<file path="src/rtl/fwd_stall_unit.sv">
// Operand forwarding and hazard-stall unit for a 5-stage pipeline.
// Tracks EXE/MEM destinations, selects per-channel bypass sources and raises load-use/interlock stalls.
module fwd_stall_unit #(
  parameter int unsigned NUM_SRC = 2,
  parameter int unsigned AW      = 5,
  parameter int unsigned DW      = 32,
  parameter int unsigned FWD_EN  = 1
) (
  input  logic                  clk,
  input  logic                  clrn,
  input  logic [NUM_SRC*AW-1:0] id_rs,
  input  logic [NUM_SRC-1:0]    id_use,
  input  logic                  id_valid,
  input  logic                  id_wreg,
  input  logic                  id_m2reg,
  input  logic [AW-1:0]         id_rd,
  input  logic                  flush,
  input  logic [NUM_SRC*DW-1:0] q,
  input  logic [DW-1:0]         exe_r,
  input  logic [DW-1:0]         mem_r,
  input  logic [DW-1:0]         mem_mdo,
  output logic [NUM_SRC*2-1:0]  fwd_sel,
  output logic [NUM_SRC*DW-1:0] fwd_data,
  output logic                  stall,
  output logic [15:0]           stall_cnt
);

  localparam int unsigned CW = 16;
  localparam logic [1:0] SEL_Q   = 2'b00;
  localparam logic [1:0] SEL_EXE = 2'b01;
  localparam logic [1:0] SEL_MEM = 2'b10;
  localparam logic [1:0] SEL_MDO = 2'b11;

  logic          r_e_valid;
  logic          r_e_wreg;
  logic          r_e_m2reg;
  logic [AW-1:0] r_e_rd;
  logic          r_m_valid;
  logic          r_m_wreg;
  logic          r_m_m2reg;
  logic [AW-1:0] r_m_rd;
  logic [CW-1:0] r_stall_cnt;

  logic [NUM_SRC-1:0]    w_e_hit;
  logic [NUM_SRC-1:0]    w_m_hit;
  logic [NUM_SRC-1:0]    w_hz;
  logic [NUM_SRC*2-1:0]  w_sel;
  logic [NUM_SRC*DW-1:0] w_data;
  logic                  w_stall;
  logic [CW-1:0]         w_cnt_nxt;

  // Per-channel destination match against EXE and MEM; r0 and unused sources never match.
  always_comb begin : hit_detect
    w_e_hit = '0;
    w_m_hit = '0;
    for (int unsigned i = 0; i < NUM_SRC; i++) begin
      if (id_use[i] && (id_rs[i*AW +: AW] != '0)) begin
        w_e_hit[i] = r_e_valid && r_e_wreg && (r_e_rd == id_rs[i*AW +: AW]);
        w_m_hit[i] = r_m_valid && r_m_wreg && (r_m_rd == id_rs[i*AW +: AW]);
      end
    end
  end

  // Source selection and per-channel hazard; EXE match shadows any MEM match.
  always_comb begin : sel_hazard
    w_sel = '0;
    w_hz  = '0;
    for (int unsigned i = 0; i < NUM_SRC; i++) begin
      if (FWD_EN != 0) begin
        if (w_e_hit[i]) begin
          if (r_e_m2reg) begin
            w_hz[i] = 1'b1;
          end else begin
            w_sel[2*i +: 2] = SEL_EXE;
          end
        end else if (w_m_hit[i]) begin
          w_sel[2*i +: 2] = r_m_m2reg ? SEL_MDO : SEL_MEM;
        end
      end else begin
        w_hz[i] = w_e_hit[i] | w_m_hit[i];
      end
    end
  end

  always_comb begin : data_mux
    w_data = '0;
    for (int unsigned i = 0; i < NUM_SRC; i++) begin
      case (w_sel[2*i +: 2])
        SEL_EXE: w_data[i*DW +: DW] = exe_r;
        SEL_MEM: w_data[i*DW +: DW] = mem_r;
        SEL_MDO: w_data[i*DW +: DW] = mem_mdo;
        default: w_data[i*DW +: DW] = q[i*DW +: DW];
      endcase
    end
  end

  // A killed or empty ID slot can never stall.
  assign w_stall   = id_valid && !flush && (|w_hz);
  assign w_cnt_nxt = (w_stall && (r_stall_cnt != '1)) ? r_stall_cnt + CW'(1) : r_stall_cnt;

  always_ff @(posedge clk or negedge clrn) begin
    if (!clrn) begin
      r_e_valid   <= 1'b0;
      r_e_wreg    <= 1'b0;
      r_e_m2reg   <= 1'b0;
      r_e_rd      <= '0;
      r_m_valid   <= 1'b0;
      r_m_wreg    <= 1'b0;
      r_m_m2reg   <= 1'b0;
      r_m_rd      <= '0;
      r_stall_cnt <= '0;
    end else begin
      r_m_valid   <= r_e_valid;
      r_m_wreg    <= r_e_wreg;
      r_m_m2reg   <= r_e_m2reg;
      r_m_rd      <= r_e_rd;
      r_e_valid   <= id_valid && !flush && !w_stall;
      r_e_wreg    <= id_wreg;
      r_e_m2reg   <= id_m2reg;
      r_e_rd      <= id_rd;
      r_stall_cnt <= w_cnt_nxt;
    end
  end

  assign fwd_sel   = w_sel;
  assign fwd_data  = w_data;
  assign stall     = w_stall;
  assign stall_cnt = r_stall_cnt;

endmodule

</file>
<file path="config.mk">
export PLATFORM = sky130hd
export DESIGN_NAME = fwd_stall_unit
export DESIGN_NICKNAME = d
export VERILOG_FILES = /design/src/rtl/fwd_stall_unit.sv
export SDC_FILE = /design/constraint.sdc
export NUM_CORES = 1
export LEC_CHECK = 0
export CORE_ASPECT_RATIO = 0.6
export CORE_MARGIN = 4
export CORE_UTILIZATION = 32
export CTS_CLUSTER_DIAMETER = 50
export DETAILED_ROUTE_END_ITERATION = 6
export PLACE_DENSITY_LB_ADDON = 0.25
export SLEW_MARGIN = 15
export SYNTH_ARGS = -nofsm -noshare
export SYNTH_HDL_FRONTEND = slang
export SYNTH_SLANG_ARGS = --single-unit
</file>
<file path="constraint.sdc">
create_clock -name clk -period 2.31 [get_ports clk]
set_clock_uncertainty 0.1 [all_clocks]
set_input_delay 0.231 -clock clk [delete_from_list [all_inputs] [get_ports clk]]
set_output_delay 0.231 -clock clk [all_outputs]
set_load 0.01 [all_outputs]
</file>
# [Word-level counts from Yosys, hierarchy flattened]
# Index checks and enable logic that the tools add are counted.
[classes] add_sub_neg=1 eq_ne=11 mux=15 n_reduce_logical=17
[op_table] cell="$pmux 32 s3" count=2
[op_table] cell="$eq 5x5->1" count=4
[op_table] cell="$add 16x1->16 const B" count=1
[op_table] cell="$ne 16x16->1 const B" count=1
[op_table] cell="$logic_and 1x1->1" count=12
[op_table] cell="$reduce_bool 5->1" count=2
[op_table] cell="$mux 1" count=9
[op_table] cell="$eq 2x2->1 const B" count=4
[op_table] cell="$mux 2" count=4
[op_table] cell="$eq 2x1->1 const B" count=2
[op_table] cell="$logic_not 1->1" count=2
[op_table] cell="$reduce_or 2->1" count=1
[totals] reg_bits=32 out_inout_bits=85

# [Logic depth before layout (Yosys ltp)]
[depth] depth_word=8 mapped_depth=8 mapped_depth_nobuf=7

# [Worst setup path after synthesis]
# OpenSTA, ideal clock, no wires.
[synth_timing] path_kind="reg2out" start="register r_e_rd[0]" end="output fwd_data[63]" arrival_time_ps=1777 setup_slack_ps=202 path_stages_with_launch=8 n_path_buf=1 path_cell_list="dfrtp_1 > xnor2_1 > nand4_1 > or4_1 > clkbuf_1 > nand2_1 > nor2_1 > a221oi_1"
[synth_between] elab_chain_cells=6 word_cells_on_any_way=8 classes_between="eq/ne: 4; mux: 3; reduce/logical: 1"
[synth_rtl] element="start: declaration" line_no="37" rtl="logic [AW-1:0] r_e_rd;"
[synth_rtl] element="start signal: assignment" line_no="120" rtl="r_e_rd <= id_rd;"
[synth_rtl] element="$eq 5x5->1 *" line_no="58" rtl="w_e_hit[i] = r_e_valid && r_e_wreg && (r_e_rd == id_rs[i*AW +: AW]);"
[synth_rtl] element="$logic_and 1x1->1 *" line_no="58"
[synth_rtl] element="$mux 1 *" line_no="57" rtl="if (id_use[i] && (id_rs[i*AW +: AW] != '0)) begin"
[synth_rtl] element="$mux 2 *" line_no="70" rtl="if (w_e_hit[i]) begin"
[synth_rtl] element="$eq 2x2->1 or $eq 2x1->1 (tied branches)" line_no="88" rtl="case (w_sel[2*i +: 2])"
[synth_rtl] element="$pmux 32 s3 *" line_no="88"
[synth_rtl] element="end: declaration" line_no="23" rtl="output logic [NUM_SRC*DW-1:0] fwd_data,"
# Mark *: on every way between the ends. The rest lies on a longest branch, timed or not.

# [Worst setup path after layout]
[layout_timing] start="register r_e_rd[1]" end="output fwd_data[61]"
# Same word-level chain as after synthesis.

==> impl_metrics.py <==
metrics = {
    "sta": {
        "maxSlewHeadroom": 0.699,
        "maxSlewViolCount": 0,
        "holdWs_ns": 0.252,
        "maxClockFrequency_ghz": 0.366,
        "timing.final.crit_period_ns": 2.74,
        "setup_viol_count_final": 67,
        "tightest_slew_ns": 0.451,
        "rsz0062_at_grt": "true",
        "hold_viol": 0,
        "fin_setup_tns_ns": -21.67,
        "period_share": 1.18,
        "worst_slack_ns": -0.426,
    },
    "worst_setup_path": {
        "critPathArrivalTime_ns": 2.40,
        "worstPathRequired_ns": 1.98,
        "cp-end-kind": "primary output",
        "crit_top_cell": "buf_6",
        "crit_slowest_cell": "or4_4",
        "path_cells": "buf_6, xnor2_4, nand2_2, or4_4, nand2_4, buf_6, buf_16, nor2_2, nor2_1, buf_2",
        "critPathMaxFanout": 7,
        "startpoint_type": "register",
        "critical_path_class": "reg2out",
        "crit_path_max_incr_delay_ns": 0.56,
    },
    "synthesis": {
        "async_flop_share": 1.00,
        "ys_ff_latch": 32,
        "ys_types": 43,
        "yosys_warnings": 0,
        "ys.flop_type": "dfrtp_1",
        "syn-num-nets": 553,
        "syn_inst": 369,
        "synth_edf_count": 0,
        "avgSynthCellArea_sq_um": 8.34,
        "netlist_area_sq_mm": 0.00308,
        "ys_seq_area_frac": 0.260,
    },
    "placed_design": {
        "port_buffers": 267,
        "routabilityCongestion": 0.936,
        "hpwl_microns": 11900,
        "place_inst": 779,
    },
    "clocking": {
        "clk_latency_ns": 0.29,
        "cts.sinks": 32,
        "path_clk_slew_ns": 0.06,
        "cts_root_buf": "clkbuf_16",
        "cts_buffers": 5,
        "cts_tree": "built",
        "cts_htree_levels": 2,
        "clock_tree.buffer_depth": 2,
    },
    "die": {
        "initial_core_util": 0.332,
        "core-area_sq_mm": 0.00926,
        "die-area_sq_mm": 0.0113,
        "io_pins": 268,
        "die_x_microns": 135,
        "die_y_microns": 84.0,
        "num_rows": 27,
    },
    "run_status": {
        "failed_checks": "setup timing",
        "status": "finished with violations",
    },
    "drt": {
        "antenna_left": 0,
        "drtIter0Drc": 214,
        "vias_per_cell": 5.42,
        "drt_first_pass_iters": 5,
        "wl_microns": 17800,
        "drc_errors": 0,
        "num_vias": 4490,
        "wl_per_cell_microns": 21.5,
    },
    "worst_hold_path": {
        "hold_path.class": "in2async",
    },
    "pwr": {
        "total_power_w": 0.00215,
        "peakVddDrop_v": 0.000274,
        "p_leak_nw": 2.98,
        "p_per_area_mw_per_mm2": 305,
    },
    "grt": {
        "track_usage": 0.297,
        "grt_pass1_vias": 4706,
        "grt_pass1_wl_microns": 26000,
        "grt_overflow": 0,
        "antenna_found_initial": 0,
        "grt_start_max_net_pins": 33,
    },
    "cells_and_area": {
        "fin_cells": 828,
        "final_nets": 881,
        "fillers": 658,
        "insertedDiodeCount": 0,
        "final_layout_size_suffix_gt1_frac": 0.374,
        "utilization": 0.764,
        "areaGrowthSynthToFinish_pct": 130,
    },
    "run": {
        "maxCapViolations": 0,
    },
}
[through the flow]
step	instance area, sq um	setup WS (ns)
finish	7070	-0.426
detailed placement	6150	-0.858
global route	7070	-0.531
CTS	6850	-0.406
floorplan	3080	0.202
global placement	6150	-0.867
[cell type report]
cell class | count | area [sq um] | area share
Sequential cell | 32 | 803 | 0.114
Inverter | 1 | 3.75 | 0.000531
Clock inverter | 3 | 42.5 | 0.00602
Tap cell | 130 | 163 | 0.0230
Timing Repair Buffer | 345 | 3380 | 0.479
Multi-Input combinational cell | 312 | 2550 | 0.360
Clock buffer | 5 | 125 | 0.0177
[flip-flops by register name (all words and copies together), names as in the netlist]
| signal | count |
|---|---|
| r_e_rd | 5 |
| r_m_rd | 5 |
| r_e_m2reg | 1 |
| r_m_valid | 1 |
| stall_cnt | 16 |
| r_e_valid | 1 |
| r_m_wreg | 1 |
| r_e_wreg | 1 |
| r_m_m2reg | 1 |
[critical path: cells and delay by family (launching register included)]
family / cells / cell delay [ns]
XOR/XNOR: 1 / 0.14
buffers and inverters: 4 / 0.59
flip-flops: 1 / 0.44
AND/OR/NAND/NOR: 5 / 0.94
[report_power, final]
group	internal [W]	switching (W)
clock network	0.000507	0.000272
registers	0.000576	0.0000162
logic	0.000488	0.000294
total	0.00157	0.000582
[routing by layer]
metal	GRT usage	wire (microns)	vias to the layer above
li1	-	-	2039
met1	0.354	6980	2167
met2	0.523	8950	248
met3	0.0886	1590	36
met4	0.0702	327	0
met5	0	0	-
[cell usage after synthesis, drive strengths merged (2+ instances only)]
library cell,instances,area share
xor2,8,0.023
or2,2,0.0041
or4,2,0.0049
nor4b,2,0.011
a22oi,2,0.0049
nor3,3,0.0065
nand3,12,0.021
dfrtp,32,0.26
xnor2,26,0.074
nor2,78,0.096
nand2,13,0.016
nand2b,2,0.0041
a21bo,2,0.0065
clkbuf,15,0.018
and3,7,0.014
o22ai,31,0.063
nand4,12,0.024
mux2,33,0.12
a221o,30,0.098
nor4,3,0.0081
nor2b,2,0.0041
and2,29,0.059
a21o,2,0.0049
buf,9,0.023
a21oi,3,0.0049
[final timing paths]
check	endpoint	slack, ns	depth (start not counted)	from
max reg2reg	stall_cnt[13]	0.12	10	r_e_rd[2]
min in group clk	r_e_rd[1]	0.28	1	id_rd[1]
min	r_e_rd[0]	0.25	2	clrn
min reg2reg	r_m_rd[3]	0.35	0	r_e_rd[3]
max in group asynchronous	r_e_rd[4]	1.51	2	clrn
max	fwd_data[61]	-0.43	10	r_e_rd[1]
[cells by family after synthesis]
logic type / share of synthesized area
and+or+nand+nor: 0.281
AOI/OAI and AO/OA: 0.192
xor gates and xnor gates: 0.0968
muxes: 0.124
DFF: 0.260
buffers and inverters: 0.0423
adders and majority gates: 0.00407
[what timing repair did]
| action | CTS | global route |
|---|---|---|
| buffers inserted | 29 | 7 |
| endpoints found under the hold margin | 0 | 0 |
| pin swaps | 42 | 22 |
| hold buffers | 0 | 0 |
| setup endpoints to repair | 85 | 73 |
| gates cloned | 10 | 2 |
| gates resized for setup | 361 | 58 |
[cells in the final DEF, fill, tap and decap left out, drive strengths merged, types with 2 or more instances in the layout]
cell and instances:
nor3 3, clkbuf 7, a21o 2, a21bo 2, o22ai 31, nand3 12, nor4b 2, or2 2
a21oi 3, buf 145, dfrtp 32, mux2 33, clkdlybuf4s50 188, nand4 12, nand2b 2, nor2 78
xnor2 26, dlygate4sd2 9, nand2 13, xor2 8, nor4 3, nor2b 2, and2 29, and3 7
a22oi 2, or4 2, a221o 30
(Power assumes the default switching activity.)
